==> config.mk <==
export PLATFORM = sky130hd
export DESIGN_NAME = mem_master
export DESIGN_NICKNAME = d
export VERILOG_FILES = /design/src/rtl/mem_master_pkg.sv /design/src/rtl/mem_wait_cnt.sv /design/src/rtl/mem_master.sv
export SDC_FILE = /design/constraint.sdc
export NUM_CORES = 1
export LEC_CHECK = 0
export ABC_AREA = 1
export BUFFER_PORTS_ARGS = -buffer_cell sky130_fd_sc_hd__buf_2
export CORE_MARGIN = 2
export CORE_UTILIZATION = 35
export DETAILED_ROUTE_END_ITERATION = 10
export PLACE_DENSITY = 0.57
export SLEW_MARGIN = 20
export SYNTH_ARGS = -nofsm -noshare
export SYNTH_HDL_FRONTEND = slang
export SYNTH_SLANG_ARGS = --single-unit
==> constraint.sdc <==
create_clock -name clk -period 2.9 [get_ports clk]
set_clock_uncertainty 0.2 [all_clocks]
set_input_delay 0.29 -clock clk [delete_from_list [all_inputs] [get_ports clk]]
set_output_delay 0.29 -clock clk [all_outputs]
set_load 0.01 [all_outputs]
==> src/rtl/mem_master_pkg.sv <==
// Shared types and default constants for the mem_master block.
// Optional misaligned-address rejection is enabled by defining MEM_MASTER_ALIGN_CHK_EN.
package mem_master_pkg;

  typedef enum logic [1:0] {
    IDLE   = 2'd0,
    ACCESS = 2'd1,
    RESP   = 2'd2
  } state_e;

  localparam int DEF_DATA_W     = 32;
  localparam int DEF_ADDR_W     = 24;
  localparam int DEF_ACCESS_CYC = 2;
  // Wide enough for the largest legal AccessCycles (15).
  localparam int CNT_W          = 4;

endpackage

==> src/rtl/mem_wait_cnt.sv <==
// Loadable down-counter timing the memory read access; done flags the last cycle.
module mem_wait_cnt
  import mem_master_pkg::*;
#(
  parameter int CntWidth = CNT_W
) (
  input  logic                clk,
  input  logic                rst_n,
  input  logic                load,
  input  logic [CntWidth-1:0] load_val,
  input  logic                dec,
  output logic                done
);

  logic [CntWidth-1:0] cnt_q, cnt_d;

  always_comb begin
    cnt_d = cnt_q;
    if (load)
      cnt_d = load_val;
    else if (dec && cnt_q != '0)
      cnt_d = cnt_q - 1'b1;
  end

  always_ff @(posedge clk or negedge rst_n) begin
    if (!rst_n) cnt_q <= '0;
    else        cnt_q <= cnt_d;
  end

  assign done = (cnt_q == CntWidth'(1));

endmodule

==> src/rtl/mem_master.sv <==
// CPU-request to simple synchronous memory master (IDLE -> ACCESS -> RESP).
// Define MEM_MASTER_ALIGN_CHK_EN to reject non-word-aligned requests with rsp_err.
module mem_master
  import mem_master_pkg::*;
#(
  parameter int DataWidth    = DEF_DATA_W,
  parameter int AddrWidth    = DEF_ADDR_W,
  parameter int AccessCycles = DEF_ACCESS_CYC
) (
  input  logic                 clk,
  input  logic                 rst_n,
  input  logic                 req_valid,
  output logic                 req_ready,
  input  logic                 req_we,
  input  logic [AddrWidth+1:0] req_addr,
  input  logic [DataWidth-1:0] req_wdata,
  output logic                 rsp_valid,
  input  logic                 rsp_ready,
  output logic [DataWidth-1:0] rsp_rdata,
  output logic                 rsp_err,
  output logic                 mem_req,
  output logic                 mem_rdwr_bar,
  output logic [AddrWidth-1:0] mem_addr,
  output logic [DataWidth-1:0] mem_wdata,
  input  logic [DataWidth-1:0] mem_rdata
);

  state_e               state_q, state_d;
  logic                 we_q, we_d;
  logic [DataWidth-1:0] wdata_q, wdata_d;
  logic                 mem_req_q, mem_req_d;
  logic                 mem_rdwr_bar_q, mem_rdwr_bar_d;
  logic [AddrWidth-1:0] mem_addr_q, mem_addr_d;
  logic [DataWidth-1:0] mem_wdata_q, mem_wdata_d;
  logic                 rsp_valid_q, rsp_valid_d;
  logic [DataWidth-1:0] rsp_rdata_q, rsp_rdata_d;
  logic                 rsp_err_q, rsp_err_d;
  logic                 cnt_load, cnt_dec, cnt_done;
  logic                 misalign;

`ifdef MEM_MASTER_ALIGN_CHK_EN
  assign misalign = |req_addr[1:0];
`else
  logic unused_byte_offset;
  assign unused_byte_offset = ^req_addr[1:0];
  assign misalign = 1'b0;
`endif

  mem_wait_cnt #(.CntWidth(CNT_W)) u_wait_cnt (
    .clk      (clk),
    .rst_n    (rst_n),
    .load     (cnt_load),
    .load_val (CNT_W'(AccessCycles)),
    .dec      (cnt_dec),
    .done     (cnt_done)
  );

  always_comb begin
    state_d        = state_q;
    we_d           = we_q;
    wdata_d        = wdata_q;
    mem_req_d      = mem_req_q;
    mem_rdwr_bar_d = mem_rdwr_bar_q;
    mem_addr_d     = mem_addr_q;
    mem_wdata_d    = mem_wdata_q;
    rsp_valid_d    = rsp_valid_q;
    rsp_rdata_d    = rsp_rdata_q;
    rsp_err_d      = rsp_err_q;
    cnt_load       = 1'b0;
    cnt_dec        = 1'b0;
    case (state_q)
      IDLE: begin
        if (req_valid) begin
          we_d        = req_we;
          wdata_d     = req_wdata;
          mem_addr_d  = req_addr[AddrWidth+1:2];
          rsp_rdata_d = '0;
          rsp_err_d   = 1'b0;
          cnt_load    = 1'b1;
          if (misalign) begin
            state_d     = RESP;
            rsp_valid_d = 1'b1;
            rsp_err_d   = 1'b1;
          end else begin
            state_d = ACCESS;
          end
        end
      end
      ACCESS: begin
        // First ACCESS cycle only launches the bus; the counter starts once mem_req is up.
        if (!mem_req_q) begin
          mem_req_d      = 1'b1;
          mem_rdwr_bar_d = !we_q;
          mem_wdata_d    = we_q ? wdata_q : '0;
        end else if (we_q || cnt_done) begin
          mem_req_d      = 1'b0;
          mem_rdwr_bar_d = 1'b1;
          mem_wdata_d    = '0;
          rsp_valid_d    = 1'b1;
          rsp_rdata_d    = we_q ? '0 : mem_rdata;
          state_d        = RESP;
        end else begin
          cnt_dec = 1'b1;
        end
      end
      RESP: begin
        if (rsp_ready) begin
          rsp_valid_d = 1'b0;
          state_d     = IDLE;
        end
      end
      default: state_d = IDLE;
    endcase
  end

  always_ff @(posedge clk or negedge rst_n) begin
    if (!rst_n) begin
      state_q        <= IDLE;
      we_q           <= 1'b0;
      wdata_q        <= '0;
      mem_req_q      <= 1'b0;
      mem_rdwr_bar_q <= 1'b1;
      mem_addr_q     <= '0;
      mem_wdata_q    <= '0;
      rsp_valid_q    <= 1'b0;
      rsp_rdata_q    <= '0;
      rsp_err_q      <= 1'b0;
    end else begin
      state_q        <= state_d;
      we_q           <= we_d;
      wdata_q        <= wdata_d;
      mem_req_q      <= mem_req_d;
      mem_rdwr_bar_q <= mem_rdwr_bar_d;
      mem_addr_q     <= mem_addr_d;
      mem_wdata_q    <= mem_wdata_d;
      rsp_valid_q    <= rsp_valid_d;
      rsp_rdata_q    <= rsp_rdata_d;
      rsp_err_q      <= rsp_err_d;
    end
  end

  assign req_ready    = (state_q == IDLE);
  assign mem_req      = mem_req_q;
  assign mem_rdwr_bar = mem_rdwr_bar_q;
  assign mem_addr     = mem_addr_q;
  assign mem_wdata    = mem_wdata_q;
  assign rsp_valid    = rsp_valid_q;
  assign rsp_rdata    = rsp_rdata_q;
  assign rsp_err      = rsp_err_q;

endmodule
# ---- Yosys cells after proc, flatten, opt, wreduce, memory -nomap -nowiden
# Cells that the tools add are included.
dict set report totals {
  ff_bits 130
  output_inout_bits 93
  word_cells 58
}
dict set report op_classes {
  addsub 1
  eq_ne 8
  mux 26
  n_reduce_logical 13
}
# operator count
set op_table {}
lappend op_table {{$mux 32} 7}
lappend op_table {{$pmux 32 s2} 1}
lappend op_table {{$reduce_and 4->1} 3}
lappend op_table {{$mux 1} 10}
lappend op_table {{$mux 2} 4}
lappend op_table {{$mux 4} 2}
lappend op_table {{$ne 2x2->1 const B} 4}
lappend op_table {{$pmux 2 s3} 1}
lappend op_table {{$reduce_bool 2->1} 3}
lappend op_table {{$eq 4x1->1 const B} 1}
lappend op_table {{$reduce_and 2->1} 2}
lappend op_table {{$reduce_bool 4->1} 1}
lappend op_table {{$sub 4x1->4 const B} 1}
lappend op_table {{$eq 2x1->1 const B} 1}
lappend op_table {{$eq 2x2->1 const B} 1}
lappend op_table {{$logic_not 2->1} 1}
lappend op_table {{$ne 2x1->1 const B} 1}
lappend op_table {{$pmux 1 s2} 1}
lappend op_table {{$logic_and 1x1->1} 1}
lappend op_table {{$logic_not 1->1} 1}
lappend op_table {{$logic_or 1x1->1} 1}

# ---- Depth between registers and ports, before layout
dict set report depth {
  ltp_word 8
  ltp_mapped 8
}

# ---- Cells and area by module
# From an unflattened synthesis, not the netlist that was laid out.
dict set report unflattened {
  hier_cells 657
  area_unflattened_um2 5352.6
}
# module instances cells_each area_per_inst_um2
set modules_own_cells {}
lappend modules_own_cells {mem_master 1 620 5071.1}
lappend modules_own_cells {mem_wait_cnt 1 37 281.5}

# ---- Worst setup path after synthesis
# Ideal clock, no wire load.
dict set report synth_path {
  kind {reg2reg}
  start {register state_q[0]}
  end {register mem_addr_q[0], in the netlist mem_addr[0]}
  setup_time_ns 0.125
  t_arrival_ns 1.269
  slack_ns 1.306
  path_stages_with_launch 6
  n_path_buf 2
  cell_sequence {dfrtp_1 -> nor2_2 -> nand2_1 -> buf_6 -> buf_6 -> mux2_4}
}
dict set report synth_via {
  elab_chain_len 2
}
# item line
set synth_lines {}
lappend synth_lines {{start: declaration} mem_master.sv:28} ;# state_e state_q, state_d;
lappend synth_lines {{start signal: assignment} mem_master.sv:129} ;# state_q <= state_d;
lappend synth_lines {{$logic_not 2->1} n/a}
lappend synth_lines {{via req_ready} mem_master.sv:13} ;# output logic req_ready,
lappend synth_lines {{$reduce_and 2->1 (no line)} n/a}
lappend synth_lines {{end signal: assignment} mem_master.sv:134} ;# mem_addr_q <= mem_addr_d;
lappend synth_lines {{end: declaration} mem_master.sv:33} ;# logic [AddrWidth-1:0] mem_addr_q, mem_addr_d;
# The timed path passes the listed nets, and every way through them passes these cells.
# A chain may end at the register's enable or synchronous reset.

# ---- Final worst setup path
dict set report layout_path {
  start {register u_wait_cnt.cnt_q[1]}
  end {register mem_wdata_q[10], in the netlist mem_wdata[10]}
}
dict set report layout_via {
  elab_chain_len 4
}
# item line
set layout_lines {}
lappend layout_lines {{start: declaration} mem_wait_cnt.sv:15} ;# logic [CntWidth-1:0] cnt_q, cnt_d;
lappend layout_lines {{start signal: assignment} mem_wait_cnt.sv:27} ;# else cnt_q <= cnt_d;
lappend layout_lines {{$eq 4x1->1} mem_wait_cnt.sv:30} ;# assign done = (cnt_q == CntWidth'(1));
lappend layout_lines {{$logic_or 1x1->1} mem_master.sv:95} ;# end else if (we_q || cnt_done) begin
lappend layout_lines {{$ne 2x1->1 (no line)} n/a}
lappend layout_lines {{$reduce_and 2->1 (no line)} n/a}
lappend layout_lines {{end signal: assignment} mem_master.sv:135} ;# mem_wdata_q <= mem_wdata_d;
lappend layout_lines {{end: declaration} mem_master.sv:34} ;# logic [DataWidth-1:0] mem_wdata_q, mem_wdata_d;
# No other way between the ends.

==> results by group <==
Outcome
  – Status: complete, no violations

Floorplanning
  – Effective utilization at floorplan: a little over a third
  – Num ports: 188
  – Die area: 0.0163 mm^2
  – Die Ht: 128 um
  – # rows: 45
  – Die Wd: around 130 um
  – Placeable Area: 0.0151 mm^2

Worst setup path
  – CP Capture Type: flop
  – Crit path kind: flop to flop
  – Critical-path maximum fanout: 23
  – Worst path max stage delay: 480 ps
  – Cell family with most CP delay: compound AO/OA/AOI/OAI gates
  – Startpoint Class: flop
  – Most common cell on crit path: nand2_1
  – CP required: 3050 ps
  – Reg-to-reg slack, setup: ~940 ps
  – WP data arrival: 2100 ps
  – Critical path cell sequence: inv_1, ha_1, nand2_1, nand2_1, o21ai_2, buf_12, nand2_1, nand2_1
  – Critical path's slowest cell: o21ai_2
  – Buffers & Inverters on Critical Path: 2

Detailed routing
  – Routed vias: 4337
  – Drt total wl: 13300 um
  – Wire per inst: 14.0 um
  – Avg Vias per Cell: 4.56
  – 1st-iter DRT viols: 210
  – Pre-Repair DR Iteration Count: 4
  – Post-route ant nets: 0
  – DRC: 0

Timing
  – F_max: 511 MHz
  – Worst Tran Pin Value: 699 ps
  – Setup TNS: 0 ps
  – Unrepaired setup endpoints after global routing: no
  – Final min period: 1960 ps
  – Setup violators final: 0
  – Final Cycle Share: 67.4%
  – Final Hold Vio Count: 0
  – Max transition margin: 53.4%
  – Pins Over Slew Limit: 0

Power
  – Max rail drop VDD: 0.610 mV
  – Leakage: 4.20 nW
  – Power per cell area: ~1000 mW/mm^2

Placed design
  – Detail Placement HPWL: a little over 8000 um
  – Port Buffer Count: roughly 180
  – Global placement routability congestion: around 0.77
  – Placed cells: 829

Synthesis
  – XOR/XNOR Fraction of Synth Area: 0.328%
  – Yosys top cell area share: 60.4%
  – Post-Syn Instances: approximately 480
  – Most instantiated library cell after synthesis: nand2_1
  – Synthesized area per cell: ~11 um^2
  – Post-synth top area cell: dfrtp_1
  – Sequential area share after synthesis: 60.9%
  – Synth Area in Simple Gates: 15.5%
  – Post-Syn Nets: 573
  – Top FF cell, synth: dfrtp_1
  – Mux cell area share after synthesis: 14.6%
  – Commonest cells in the netlist: nand2_1, dfrtp_1, nand3_1, mux2_4, o21ai_0
  – Yosys warning total: 0
  – Largest family of logic cells by synthesized area: simple AND/OR/NAND/NOR gates
  – EDFF count, synth: 0
  – FF+latch count, synth: between 100 and 150
  – Cell area after synthesis: 0.00535 mm^2
  – Post-synthesis cell type count: 23
  – Compound-Gate Fraction of Synth Area: 3.84%
  – Synth area leaders: dfrtp_1, mux2_4, nand2_1, nand3_1, mux2_2
  – Asr flop ratio synth: between 90% and 100%
  – Adder-cell share of the synthesized area: 0.702%

Clocking
  – Hold bufs inserted after CTS: approximately 90
  – Count of clock tree sinks: 130
  – H-tree depth: 4
  – CTS tree: yes
  – Root Driver: clkbuf_16
  – Clock transition at the registers of the reported paths: 60 ps
  – Max Buffers Root-to-Sink: 2
  – Number of buffers created by CTS: 17
  – Gates resized, CTS repair: 0
  – Post-CTS Setup Bufs: 0
  – Worst skew pair latency: roughly 410 ps

Finish
  – Final non-filler cell total: 952
  – Layout cells sized above 1: between 30 and 40%
  – Area Overhead vs Synth: 50.0%
  – Fillers: 1332
  – Antenna Cells: 0
  – Nets@finish: roughly 850

Global routing
  – Initial antenna violation count: 0
  – Largest net degree at the start of global routing: 76
  – Remaining Overflow, GRT: 0
  – Global-route wire length before repair: roughly 22000 um
  – Vias in the first global route: 4537
  – GRT Util Overall: between 10% and 20%

Job
  – Max cap viols: 0

Worst hold path
  – HP Class: primary input to flop
-- sequential cells by signal, indices dropped and copies added, names as in the netlist, 2 cells and up --
register / count
mem_addr: 24
u_wait_cnt.cnt_q: 4
mem_wdata: 32
rsp_rdata: 32
state_q: 2
wdata_q: 32
-- per-stage QoR --
stage | utilization (%) | hold WS [ps] | total power, mW | instance area [um^2] | setup slack [ps]
final | 53.2 | 152 | 8.39 | 8020 | 944
after global routing | 53.2 | 165 | 8.95 | 8020 | 783
after CTS | 53.2 | 136 | 8.46 | 8020 | 944
after detailed placement | 42.7 | 161 | 5.89 | 6440 | 957
after global placement | 42.7 | 158 | 5.80 | 6440 | 977
after floorplan | - | -206 | 4.91 | 5350 | 1310
-- per-layer routing --
metal	up-vias	GRT usage, %	part of all wire (%)	wire (um)
li1	2098	-	-	-
met1	2084	20.5	44	5810
met2	137	26.9	47	6290
met3	18	6.49	7.0	933
met4	0	6.21	1.8	244
met5	-	0	0	0
-- tightest hold or removal path, cell delays in order --
cell,delay [ps]
buf_2,110
nand2_4,160
mux2_1,160
-- power breakdown --
part,internal (mW),leakage (nW),switching [mW]
Clock,1.64,0.320,0.807
Combinational,1.39,2.24,1.56
Sequential,2.58,1.64,0.419
-- cells in the final DEF, fill, tap and decap left out, types with 2 or more instances in the layout --
cell,netlist,routed
o21ai_1,14,14
clkinv_2,0,2
mux2_2,15,15
a21oi_1,2,2
bufinv_16,0,6
o21ai_0,22,22
buf_2,17,183
dlygate4sd3_1,0,91
nand2_1,151,150
xor2_1,2,2
dfrtp_1,129,129
inv_1,12,12
buf_4,1,7
nor2_1,6,6
mux2_4,40,40
buf_12,0,2
ha_1,3,3
nand3_1,43,43
clkinvlp_4,0,3
nor2_2,3,3
clkbuf_16,0,17
-- logic make-up after synthesis --
family | Yosys count
adder cells (fa/ha/maj) | 3
multiplexers | 56
flip-flops | 130
AND/OR/NAND/NOR | 204
other | 1
AO/OA/AOI/OAI | 40
buffers and inverters | 39
XOR/XNOR | 2
-- final cells by class --
type	count	area, um^2	area share, %
clock buffer	19	443	5.52
multi-input combinational	306	1880	23.5
timing repair buffer	284	1930	24.1
sequential	130	3250	40.6
clock inverter	13	230	2.87
inverter	12	45.0	0.562
tap	188	235	2.93
-- path summary, 6_finish.rpt --
check                                endpoint                start  depth (start not counted)
min in group asynchronous         wdata_q[22]                rst_n                          2
worst max register to register  mem_wdata[10]  u_wait_cnt.cnt_q[1]                          8
worst max-delay path            mem_wdata[10]  u_wait_cnt.cnt_q[1]                          8
worst min register to register   mem_rdwr_bar         mem_rdwr_bar                          2
max in group asynchronous       rsp_rdata[16]                rst_n                          3
worst min-delay path              mem_addr[5]            req_valid                          3
(Power assumes the default switching activity.)
